===== src/rtl/fetch_queue.sv =====
// Instruction-fetch front end: owns the fetch PC, issues 1-cycle-latency imem requests under a
// credit limit and buffers responses for decode. Define FQ_BYPASS_EN to present a response straight to decode when empty.
module fetch_queue #(
  parameter int               XLEN     = 32,
  parameter int               DEPTH    = 4,
  parameter logic [XLEN-1:0]  RESET_PC = '0
) (
  input  logic            clk,
  input  logic            rst,
  input  logic            redirect,
  input  logic [XLEN-1:0] redirect_pc,
  output logic            imem_req,
  output logic [XLEN-1:0] imem_addr,
  input  logic [XLEN-1:0] imem_rdata,
  output logic            dec_valid,
  input  logic            dec_ready,
  output logic [XLEN-1:0] dec_instr,
  output logic [XLEN-1:0] dec_pc
);

  localparam int              PW  = $clog2(DEPTH);
  localparam int              CW  = PW + 1;
  localparam logic [XLEN-1:0] NOP = XLEN'(32'h0000_0013);

  logic [XLEN-1:0] fetch_pc_q, fetch_pc_d;
  logic [XLEN-1:0] req_pc_q, req_pc_d;
  logic            inflight_q, inflight_d;
  logic [CW-1:0]   count_q, count_d;
  logic [PW-1:0]   rd_ptr_q, rd_ptr_d;
  logic [PW-1:0]   wr_ptr_q, wr_ptr_d;

  logic [XLEN-1:0] instr_mem [DEPTH];
  logic [XLEN-1:0] pc_mem    [DEPTH];

  logic head_valid;
  logic resp;
  logic byp;
  logic push;
  logic pop;

  // NOTE: every signal driven here gets a default first, so no path leaves one unassigned and no latch is inferred.
  always_comb begin
    head_valid = (count_q != '0);
    resp       = inflight_q && !redirect;
`ifdef FQ_BYPASS_EN
    byp        = resp && !head_valid;
`else
    byp        = 1'b0;
`endif

    // Credits cover both queued entries and the one response still in flight.
    imem_req  = !rst && !redirect && ((count_q + CW'(inflight_q)) < CW'(DEPTH));
    imem_addr = fetch_pc_q;

    dec_valid = (head_valid || byp) && !redirect;
    dec_instr = NOP;
    dec_pc    = '0;
    if (dec_valid) begin
      if (head_valid) begin
        dec_instr = instr_mem[rd_ptr_q];
        dec_pc    = pc_mem[rd_ptr_q];
      end else begin
        dec_instr = imem_rdata;
        dec_pc    = req_pc_q;
      end
    end

    pop  = dec_valid && dec_ready && head_valid;
    push = resp && !(byp && dec_ready);

    fetch_pc_d = fetch_pc_q;
    req_pc_d   = req_pc_q;
    inflight_d = imem_req;
    count_d    = count_q + CW'(push) - CW'(pop);
    rd_ptr_d   = pop  ? rd_ptr_q + PW'(1) : rd_ptr_q;
    wr_ptr_d   = push ? wr_ptr_q + PW'(1) : wr_ptr_q;

    if (imem_req) begin
      fetch_pc_d = fetch_pc_q + XLEN'(4);
      req_pc_d   = fetch_pc_q;
    end

    if (redirect) begin
      fetch_pc_d = redirect_pc & ~XLEN'(3);
      inflight_d = 1'b0;
      count_d    = '0;
      rd_ptr_d   = '0;
      wr_ptr_d   = '0;
    end
  end

  // NOTE: sequential state uses non-blocking assignments so every register samples pre-edge values.
  always_ff @(posedge clk or posedge rst) begin
    if (rst) begin
      fetch_pc_q <= RESET_PC;
      req_pc_q   <= '0;
      inflight_q <= 1'b0;
      count_q    <= '0;
      rd_ptr_q   <= '0;
      wr_ptr_q   <= '0;
    end else begin
      fetch_pc_q <= fetch_pc_d;
      req_pc_q   <= req_pc_d;
      inflight_q <= inflight_d;
      count_q    <= count_d;
      rd_ptr_q   <= rd_ptr_d;
      wr_ptr_q   <= wr_ptr_d;
    end
  end

  // NOTE: storage is not reset; count_q gates every read, so stale contents are never visible.
  always_ff @(posedge clk) begin
    if (push) begin
      instr_mem[wr_ptr_q] <= imem_rdata;
      pc_mem[wr_ptr_q]    <= req_pc_q;
    end
  end

endmodule


===== config.mk =====
export PLATFORM = sky130hd
export DESIGN_NAME = fetch_queue
export DESIGN_NICKNAME = d
export VERILOG_FILES = /design/src/rtl/fetch_queue.sv
export SDC_FILE = /design/constraint.sdc
export NUM_CORES = 1
export LEC_CHECK = 0
export CORE_UTILIZATION = 58
export CTS_CLUSTER_DIAMETER = 120
export DETAILED_ROUTE_END_ITERATION = 8
export DONT_BUFFER_PORTS = 1
export GPL_ROUTABILITY_DRIVEN = 0
export PLACE_DENSITY = 0.79
export SLEW_MARGIN = 40
export SYNTH_ARGS = -nofsm -noshare
export SYNTH_HDL_FRONTEND = slang
export SYNTH_SLANG_ARGS = --single-unit

===== constraint.sdc =====
create_clock -name clk -period 12.6 [get_ports clk]
set_clock_uncertainty 0.2 [all_clocks]
set_input_delay 3.78 -clock clk [delete_from_list [all_inputs] [get_ports clk]]
set_output_delay 3.78 -clock clk [all_outputs]
set_load 0.005 [all_outputs]

==> results of run 1 <==
[cell type report]
class	count	share of cell area
clock buffer	41	0.05859
clock inverter	16	0.005825
inverter	11	0.003130
multi-input combinational	393	0.2539
sequential	316	0.6362
tap	280	0.02434
timing repair buffer	14	0.01800
[state kept, by name, indices dropped and copies added (netlist names)]
signal,cells
instr_mem,128
pc_mem,120
req_pc_q,30
wr_ptr_q,2
inflight_q,1
rd_ptr_q,2
count_q,3
imem_addr,30
[power by group through the flow]
stage / logic (W) / registers (W) / clock network, W
CTS: 0.000402 / 0.00136 / 0.000844
global placement: 0.000375 / 0.00137 / 0
global route: 0.000436 / 0.00137 / 0.000881
floorplan: 0.000339 / 0.00132 / 0
finish: 0.000393 / 0.00136 / 0.000831
detailed placement: 0.000400 / 0.00138 / 0
[cell usage in the layout, fill, tap and decap left out, types with 20 or more instances in the layout]
master | netlist | routed
edfxtp_1 | 248 | 248
dfrtp_1 | 68 | 66
mux4_2 | 62 | 62
and2_1 | 63 | 59
clkbuf_16 | 0 | 31
mux2_2 | 30 | 30
nand3_1 | 25 | 25
nor2_1 | 23 | 22
nand2_1 | 20 | 20
o21ai_0 | 20 | 20
[routing by layer]
layer	track usage	wire length [um]	vias up
li1	-	-	3017
met1	0.2947	9879	3537
met2	0.3889	13020	339
met3	0.06108	2525	56
met4	0.06040	480	0
met5	0	0	-
[cell usage after synthesis (3+ instances only)]
master,instances
ha_1,7
o31ai_1,8
a31oi_1,10
a22o_1,3
a211oi_1,3
a21boi_0,3
and4_1,4
mux4_2,62
nor4_1,8
buf_2,7
xnor2_1,7
and2_1,63
nand4_1,15
buf_4,4
nor2_1,23
o211ai_1,5
o21ai_0,20
dfrtp_1,68
or3_1,5
or4_1,10
a21oi_1,6
nor2b_1,12
mux2_2,30
inv_1,11
nand2_1,20
a221oi_1,6
nand3_1,25
nor3_1,6
xor2_1,3
edfxtp_1,248
clkbuf_1,34
[metrics by stage]
| stage | cell area (sq um) | utilization | power (W) | worst slack [ns] |
|---|---|---|---|---|
| floorplan | 13020 | - | 0.001662 | 2.449 |
| global placement | 13230 | 0.6043 | 0.001745 | 3.610 |
| detailed placement | 13460 | 0.6150 | 0.001780 | 3.483 |
| CTS | 14390 | 0.6574 | 0.002605 | 3.487 |
| global route | 14390 | 0.6575 | 0.002691 | 3.719 |
| finish | 14390 | 0.6575 | 0.002582 | 3.796 |
[cell families (layout without fill, tap and decap cells)]
group           count (synthesis)  count (layout)  share of synthesized area
mux                            94              94                     0.1349
fa+ha+maj                       8               8                   0.008273
buf+inv                        58              82                    0.01857
other cells                     1               4                  0.0002883
xor+xnor                       10              10                   0.006734
flops                         316             316                     0.7034
simple gates                  203             203                    0.08975
compound gates                 74              74                    0.03810
[worst min-delay path by stage]
| stage | startpoint | to | slack (ns) | cells past startpoint |
|---|---|---|---|---|
| finish | req_pc_q[14] | pc_mem[2][14] | 0.31 | 0 |
| global route | req_pc_q[12] | pc_mem[1][12] | 0.32 | 0 |
| CTS | req_pc_q[4] | pc_mem[3][4] | 0.32 | 0 |
| detailed placement | req_pc_q[18] | pc_mem[1][18] | 0.30 | 0 |
| global placement | req_pc_q[13] | pc_mem[1][13] | 0.28 | 0 |
| floorplan | req_pc_q[10] | pc_mem[0][10] | 0.27 | 0 |
==> results.py, run 1 <==
metrics = {
    "timing": {
        "rsz0062_at_grt": "no",
        "min_period_ns": 8.804,
        "post-route-period-util": 0.6987,
        "max_slew_margin": 0.4613,
        "fmax_ghz": 0.1136,
        "tns_ns": 0,
        "timing_hold_violations_final": 0,
        "hold_slack_ns": 0.3150,
        "setup_viol": 0,
        "max_slew.worst_pin.slew_ns": 0.8018,
        "drv_slew": 0,
    },
    "die": {
        "die_y_um": 151.8,
        "row_count": 54,
        "coreArea_sq_um": 21890,
        "die-width_um": 151.8,
        "die-area_sq_um": 23030,
        "ios": 166,
        "start_util": 0.5941,
    },
    "route": {
        "initialDrtViolationCount": 487,
        "first_pass_iters": 5,
        "routed_wl_um": 25910,
        "wl_per_cell_um": 24.19,
        "vias": 6949,
        "post-route-drc-count": 0,
        "drtAntennaViolNets": 0,
        "viasPerCell": 6.488,
    },
    "worst_setup_path": {
        "r2r-end": "count_q[2]",
        "worstSetupStartpoint": "rst",
        "crit_path_end": "imem_req",
        "cpPeakStageDelay_ns": 0.33,
        "rr_startpoint": "count_q[1]",
        "cp_cell_sequence": "clkinv_2, o21ai_2, buf_4, nor2_4, buf_8, buf_16",
        "cp.required_ns": 8.62,
        "worst-endpoint-arrival_ns": 4.82,
        "worstSetupPathType": "in2out",
        "worstSetupEndpointType": "output pin",
        "worst_setup_path_start_kind": "input pin",
        "cp_top_family": "buffers and inverters",
        "ff2ff_setup_slack_ns": 9.66,
        "r2r_cells": 10,
        "cp_max_fo": 31,
        "critPathBufInv": 4,
        "crit_cells": 6,
        "slowest_stage": "nor2_4",
    },
    "place": {
        "io_buffers": 0,
        "hpwl_um": 16470,
        "place_inst": 1014,
    },
    "logic_synthesis": {
        "synthArstFlopShare": 0.2152,
        "synth.largest_area_cell": "edfxtp_1",
        "synth_enable_flop_cells": 248,
        "ys_top_cells_by_area": "edfxtp_1 57%, dfrtp_1 13%, mux4_2 11%, and2_1 3.0%, mux2_2 2.6%",
        "ys_ff_latch": 316,
        "ys_warn_count": 0,
        "yosysSeqAreaShare": 0.7034,
        "synthDistinctLibCells": 52,
        "yosysTopAreaCellShare": 0.5726,
        "synthCells": 764,
        "avgSynthCellArea_sq_um": 17.02,
        "synthFlopType": "edfxtp_1",
        "syn_area_sq_um": 13010,
    },
    "pwr": {
        "ir_drop_mv": 0.1162,
        "power.density_nw_per_um2": 179.4,
        "seq_power_share": 0.526,
        "switching_share": 0.2570,
        "power_leakage_nw": 4.638,
        "power_frac_comb": 0.152,
        "p_int_w": 0.001919,
        "power.switching_w": 0.0006637,
        "clkPwrFrac": 0.322,
    },
    "run_status": {
        "status": "completed",
    },
    "finish": {
        "ff_latch_area_sq_um": 9156,
        "drive_above_1_share": 0.2111,
        "nNetsFinal": 843,
        "multi_input_area_sq_um": 3655,
        "stdcell_count": 1071,
        "area_delta_synth_final_pct": 10.66,
        "n_fill_cell": 1470,
        "diodes": 0,
    },
    "clocking": {
        "clock_path_buffers": 3,
        "cts_tree": "done",
        "clock_latency_ns": 0.54,
        "cts_resized": 0,
        "cts_sinks": 316,
        "path_clk_slew_ns": 0.06,
        "cts_max_level": 1,
        "cts_setup_buffers": 0,
        "ctsHoldBuffers": 0,
        "cts_buffers": 31,
        "clockRootBuffer": "clkbuf_16",
    },
    "global_routing": {
        "antenna_found_initial": 0,
        "grt-ovfl-total": 0,
        "grt_start_max_net_pins": 73,
        "grt_usage": 0.2297,
        "grt_pass1_wl_um": 39520,
        "grt_pass1_vias": 7071,
    },
    "min_path": {
        "min_path_type": "reg2reg",
    },
    "flow_run": {
        "cap_violations": 0,
    },
}
No activity file was read; power rests on OpenSTA's default activity.
==> inputs of run 2 (changes only) <==
==> constraint.sdc (replaced) <==
create_clock -name clk -period 8.7 [get_ports clk]
set_clock_uncertainty 0.2 [all_clocks]
set_input_delay 2.61 -clock clk [delete_from_list [all_inputs] [get_ports clk]]
set_output_delay 2.61 -clock clk [all_outputs]
set_load 0.005 [all_outputs]
==> results.py, run 2 (same netlist as run 1, synthesis figures left out) <==
metrics = {
    "run_status": {
        "status": "completed",
    },
    "timing": {
        "rsz0062_at_grt": "no",
        "post-route-period-util": 0.7435,
        "max_slew_margin": 0.4655,
        "tns_ns": 0,
        "drv_slew": 0,
        "min_period_ns": 6.468,
        "max_slew.worst_pin.slew_ns": 0.7957,
        "setup_viol": 0,
        "fmax_ghz": 0.1546,
        "timing_hold_violations_final": 0,
    },
    "finish": {
        "final_cell_area_sq_um": 14340,
        "n_fill_cell": 1526,
        "largest_registers": "instr_mem: 128 flops, pc_mem: 120 flops",
        "utilization": 0.6550,
        "nNetsFinal": 838,
        "drive_above_1_share": 0.2125,
        "largest_register": "instr_mem",
        "final_common_cell": "edfxtp_1",
        "diodes": 0,
        "layout_common_cells": "248 x edfxtp_1, 66 x dfrtp_1, 62 x mux4_2",
        "largest_reg_flops": 128,
        "area_delta_synth_final_pct": 10.24,
        "stdcell_count": 1066,
    },
    "route": {
        "vias": 6896,
        "viasPerCell": 6.469,
        "initialDrtViolationCount": 612,
        "first_pass_iters": 5,
        "routed_wl_um": 25900,
        "wl_per_cell_um": 24.30,
        "drtAntennaViolNets": 0,
        "post-route-drc-count": 0,
    },
    "pwr": {
        "power.density_nw_per_um2": 266.2,
        "seq_power_share": 0.515,
        "power_frac_comb": 0.148,
        "p_int_w": 0.002845,
        "clkPwrFrac": 0.337,
        "power.switching_w": 0.0009711,
        "ir_drop_mv": 0.1525,
        "p_total_w": 0.003817,
        "power_leakage_nw": 4.635,
        "switching_share": 0.2544,
    },
    "global_routing": {
        "grt_pass1_vias": 7164,
        "grt_usage": 0.2323,
        "grt_start_max_net_pins": 73,
        "grt-ovfl-total": 0,
        "antenna_found_initial": 1,
        "grt_pass1_wl_um": 39930,
    },
    "worst_setup_path": {
        "cp_top_family": "simple AND/OR/NAND/NOR gates",
        "slowest_stage": "inv_4",
        "cpPeakStageDelay_ns": 0.44,
        "critPathBufInv": 1,
        "ff2ff_setup_slack_ns": 5.73,
        "worstSetupEndpointType": "output pin",
        "worstSetupPathType": "in2out",
        "cp_max_fo": 72,
        "cp.required_ns": 5.89,
        "worst_setup_path_start_kind": "input pin",
        "cp_cell_sequence": "or2_2, inv_4, and2_1",
        "worst-endpoint-arrival_ns": 3.66,
    },
    "clocking": {
        "cts_resized": 0,
        "cts_max_level": 1,
        "clock_path_buffers": 3,
        "cts_sinks": 316,
        "cts_buffers": 30,
        "path_clk_slew_ns": 0.07,
        "clockRootBuffer": "clkbuf_16",
        "cts_tree": "done",
        "cts_setup_buffers": 0,
        "ctsHoldBuffers": 0,
        "clock_latency_ns": 0.55,
    },
    "place": {
        "placed_cell_area_sq_um": 13350,
        "place_inst": 1010,
        "hpwl_um": 15980,
        "io_buffers": 0,
    },
    "die": {
        "row_count": 54,
        "coreArea_sq_um": 21890,
        "start_util": 0.5941,
        "die_y_um": 151.8,
        "die-width_um": 151.8,
        "ios": 166,
        "die-area_sq_um": 23030,
    },
    "flow_run": {
        "cap_violations": 0,
    },
    "min_path": {
        "min_path_type": "reg2reg",
    },
}
==> run 2: cell types whose count changed in the layout (fill, tap and decap cells not counted) <==
cell,previous run,this run
buf_16,4,0
clkinv_2,6,10
clkinv_1,7,4
bufinv_16,0,2
clkbuf_1,7,5
clkinvlp_4,2,0
buf_4,3,4
buf_8,1,0
clkbuf_16,31,32
clkinv_4,2,1
==> run 2: final timing paths <==
| kind | endpoint | from | depth (start not counted) |
|---|---|---|---|
| max reg2reg | count_q[2] | count_q[1] | 10 |
| min | pc_mem[3][14] | req_pc_q[14] | 0 |
| max | dec_instr[29] | redirect | 3 |
| min reg2reg | pc_mem[3][14] | req_pc_q[14] | 0 |
| max in group asynchronous | rd_ptr_q[1] | rst | 2 |
| min in group asynchronous | imem_addr[13] | rst | 2 |
==> run 2: final cells by class <==
cell class,count,area (sq um),share of cell area
sequential,316,9156,0.6386
clock inverter,16,128.9,0.008989
clock buffer,40,860.8,0.06004
inverter,11,45.04,0.003142
timing repair buffer,10,141.4,0.009861
multi-input combinational,393,3655,0.2549
tap,280,350.3,0.02443
==> run 2: through the flow <==
stage          setup WS, ns  hold WS (ns)
3_3_place_gp          2.028        0.2839
4_1_cts               2.226        0.3140
3_5_place_dp          2.227        0.3025
2_1_floorplan        0.8888        0.2724
5_1_grt               2.131        0.3348
6_report              2.232        0.3116
==> run 2: power groups by stage <==
stage,combinational [W],sequential [W],clock (W)
floorplan,0.000492,0.00191,0
global placement,0.000542,0.00199,0
detailed placement,0.000569,0.00200,0
CTS,0.000573,0.00197,0.00131
global route,0.000622,0.00199,0.00136
finish,0.000564,0.00197,0.00129
==> run 2: per-layer routing <==
layer / part of all wire / vias to the layer above / GRT usage
met4: 0.022 / 2 / 0.06931
li1: - / 3014 / -
met5: 0.00035 / - / 0
met1: 0.39 / 3486 / 0.3028
met3: 0.088 / 57 / 0.06108
met2: 0.50 / 337 / 0.3848
==> inputs of run 3 (changes only) <==
==> constraint.sdc (replaced) <==
create_clock -name clk -period 6.1 [get_ports clk]
set_clock_uncertainty 0.2 [all_clocks]
set_input_delay 1.83 -clock clk [delete_from_list [all_inputs] [get_ports clk]]
set_output_delay 1.83 -clock clk [all_outputs]
set_load 0.005 [all_outputs]
==> results.py, run 3 (same netlist as run 1, synthesis figures left out) <==
metrics = {
    "run_status": {
        "status": "completed",
    },
    "global_routing": {
        "grt_use_met1": 0.3009,
        "grt_pass1_wl_um": 40660,
        "met3_usage": 0.06108,
        "use_met2": 0.4016,
        "grt_usage": 0.2370,
        "grt_busiest_layer": "met2",
        "grt_start_max_net_pins": 73,
        "antenna_found_initial": 0,
        "grt-ovfl-total": 0,
        "grt_pass1_vias": 7334,
    },
    "finish": {
        "diodes": 0,
        "drive_above_1_share": 0.2149,
        "nNetsFinal": 843,
        "largest_reg_flops": 128,
        "largest_register": "instr_mem",
        "final_common_cell": "edfxtp_1",
        "n_fill_cell": 1461,
        "utilization": 0.6572,
        "area_delta_synth_final_pct": 10.61,
        "multi_input_area_sq_um": 3655,
        "stdcell_count": 1071,
        "largest_registers": "instr_mem: 128 flops, pc_mem: 120 flops",
        "ff_latch_area_sq_um": 9156,
        "layout_common_cells": "248 x edfxtp_1, 66 x dfrtp_1, 62 x mux4_2",
    },
    "pwr": {
        "ir_drop_mv": 0.2441,
        "clkPwrFrac": 0.332,
        "power.density_nw_per_um2": 378.8,
        "p_int_w": 0.004059,
        "power_frac_comb": 0.152,
        "power_leakage_nw": 4.643,
        "switching_share": 0.2552,
        "seq_power_share": 0.516,
        "power.switching_w": 0.001391,
    },
    "timing": {
        "setup_viol": 0,
        "post-route-period-util": 0.8172,
        "max_slew.worst_pin.slew_ns": 0.8176,
        "drv_slew": 0,
        "tns_ns": 0,
        "finalWorstSetupSlack_ns": 1.115,
        "min_period_ns": 4.985,
        "rsz0062_at_grt": "no",
        "timing_hold_violations_final": 0,
        "fmax_ghz": 0.2006,
        "max_slew_margin": 0.4499,
    },
    "clocking": {
        "cts_setup_buffers": 0,
        "ctsHoldBuffers": 0,
        "cts_max_level": 1,
        "cts_tree": "done",
        "clockRootBuffer": "clkbuf_16",
        "clock_path_buffers": 3,
        "cts_resized": 0,
        "path_clk_slew_ns": 0.06,
        "clock_latency_ns": 0.54,
        "cts_sinks": 316,
        "cts_buffers": 31,
    },
    "worst_setup_path": {
        "worstSetupEndpointType": "output pin",
        "cpPeakStageDelay_ns": 0.32,
        "slowest_stage": "or2_2",
        "cp.required_ns": 4.07,
        "critPathBufInv": 2,
        "cp_cell_sequence": "or2_2, inv_2, buf_4, and2_1",
        "cp_top_family": "buffers and inverters",
        "worst_setup_path_start_kind": "input pin",
        "cp_max_fo": 72,
        "worst-endpoint-arrival_ns": 2.96,
        "worstSetupPathType": "in2out",
    },
    "route": {
        "post-route-drc-count": 0,
        "wl_per_cell_um": 24.58,
        "first_pass_iters": 5,
        "vias": 7018,
        "viasPerCell": 6.553,
        "routed_wl_um": 26320,
        "drtAntennaViolNets": 0,
        "initialDrtViolationCount": 684,
    },
    "die": {
        "die-area_sq_um": 23030,
        "row_count": 54,
        "die_y_um": 151.8,
        "start_util": 0.5941,
        "ios": 166,
        "die-width_um": 151.8,
        "coreArea_sq_um": 21890,
    },
    "min_path": {
        "min_path_type": "reg2reg",
    },
    "place": {
        "pre_cts_slack_ns": 1.115,
        "place_inst": 1014,
        "hpwl_um": 16540,
        "io_buffers": 0,
    },
    "flow_run": {
        "cap_violations": 0,
    },
}
[run 3: cell count changes in the layout (fill, tap and decap cells not counted)]
| cell | change |
|---|---|
| clkinvlp_4 | +3 |
| clkinv_1 | +3 |
| inv_2 | +1 |
| clkbuf_1 | -1 |
| buf_4 | +2 |
| buf_12 | +2 |
| inv_8 | +1 |
| clkinv_2 | -4 |
| inv_4 | -1 |
| clkbuf_16 | -1 |
[run 3: per-stage QoR]
stage | power, W | hold slack, ns | area (sq um)
2_1_floorplan | 0.003432 | 0.2724 | 13020
3_3_place_gp | 0.003640 | 0.2803 | 13270
3_5_place_dp | 0.003697 | 0.3056 | 13400
4_1_cts | 0.005498 | 0.3173 | 14390
5_1_grt | 0.005689 | 0.3333 | 14390
6_report | 0.005450 | 0.3123 | 14390
[run 3: final cells by class]
class	instances	share of cell area
multi-input cells	393	0.2540
inverters	11	0.003131
flip-flops and latches	316	0.6365
clock buffers	38	0.05784
repair buffers	14	0.01365
clock inverters	19	0.01052
well taps	280	0.02435
[run 3: worst paths after layout]
kind / startpoint / end / slack (ns) / depth (start not counted)
max: redirect / dec_instr[3] / 1.11 / 4
min: req_pc_q[18] / pc_mem[0][18] / 0.31 / 0
max reg2reg: imem_addr[2] / imem_addr[24] / 3.22 / 5
min reg2reg: req_pc_q[18] / pc_mem[0][18] / 0.31 / 0
max in group asynchronous: rst / rd_ptr_q[1] / 3.97 / 2
min in group asynchronous: rst / imem_addr[7] / 1.19 / 2
[run 3: power groups by stage]
| stage | clock (W) | sequential [W] | combinational, W |
|---|---|---|---|
| 6_report | 0.00181 | 0.00281 | 0.000829 |
| 5_1_grt | 0.00193 | 0.00285 | 0.000912 |
| 2_1_floorplan | 0 | 0.00273 | 0.000701 |
| 3_5_place_dp | 0 | 0.00286 | 0.000836 |
| 4_1_cts | 0.00184 | 0.00282 | 0.000841 |
| 3_3_place_gp | 0 | 0.00284 | 0.000799 |
[run 3: layer usage]
metal | part of all wire | wire (um)
met5 | 0 | 0
met4 | 0.023 | 608
met3 | 0.090 | 2357
met2 | 0.50 | 13250
met1 | 0.38 | 10100
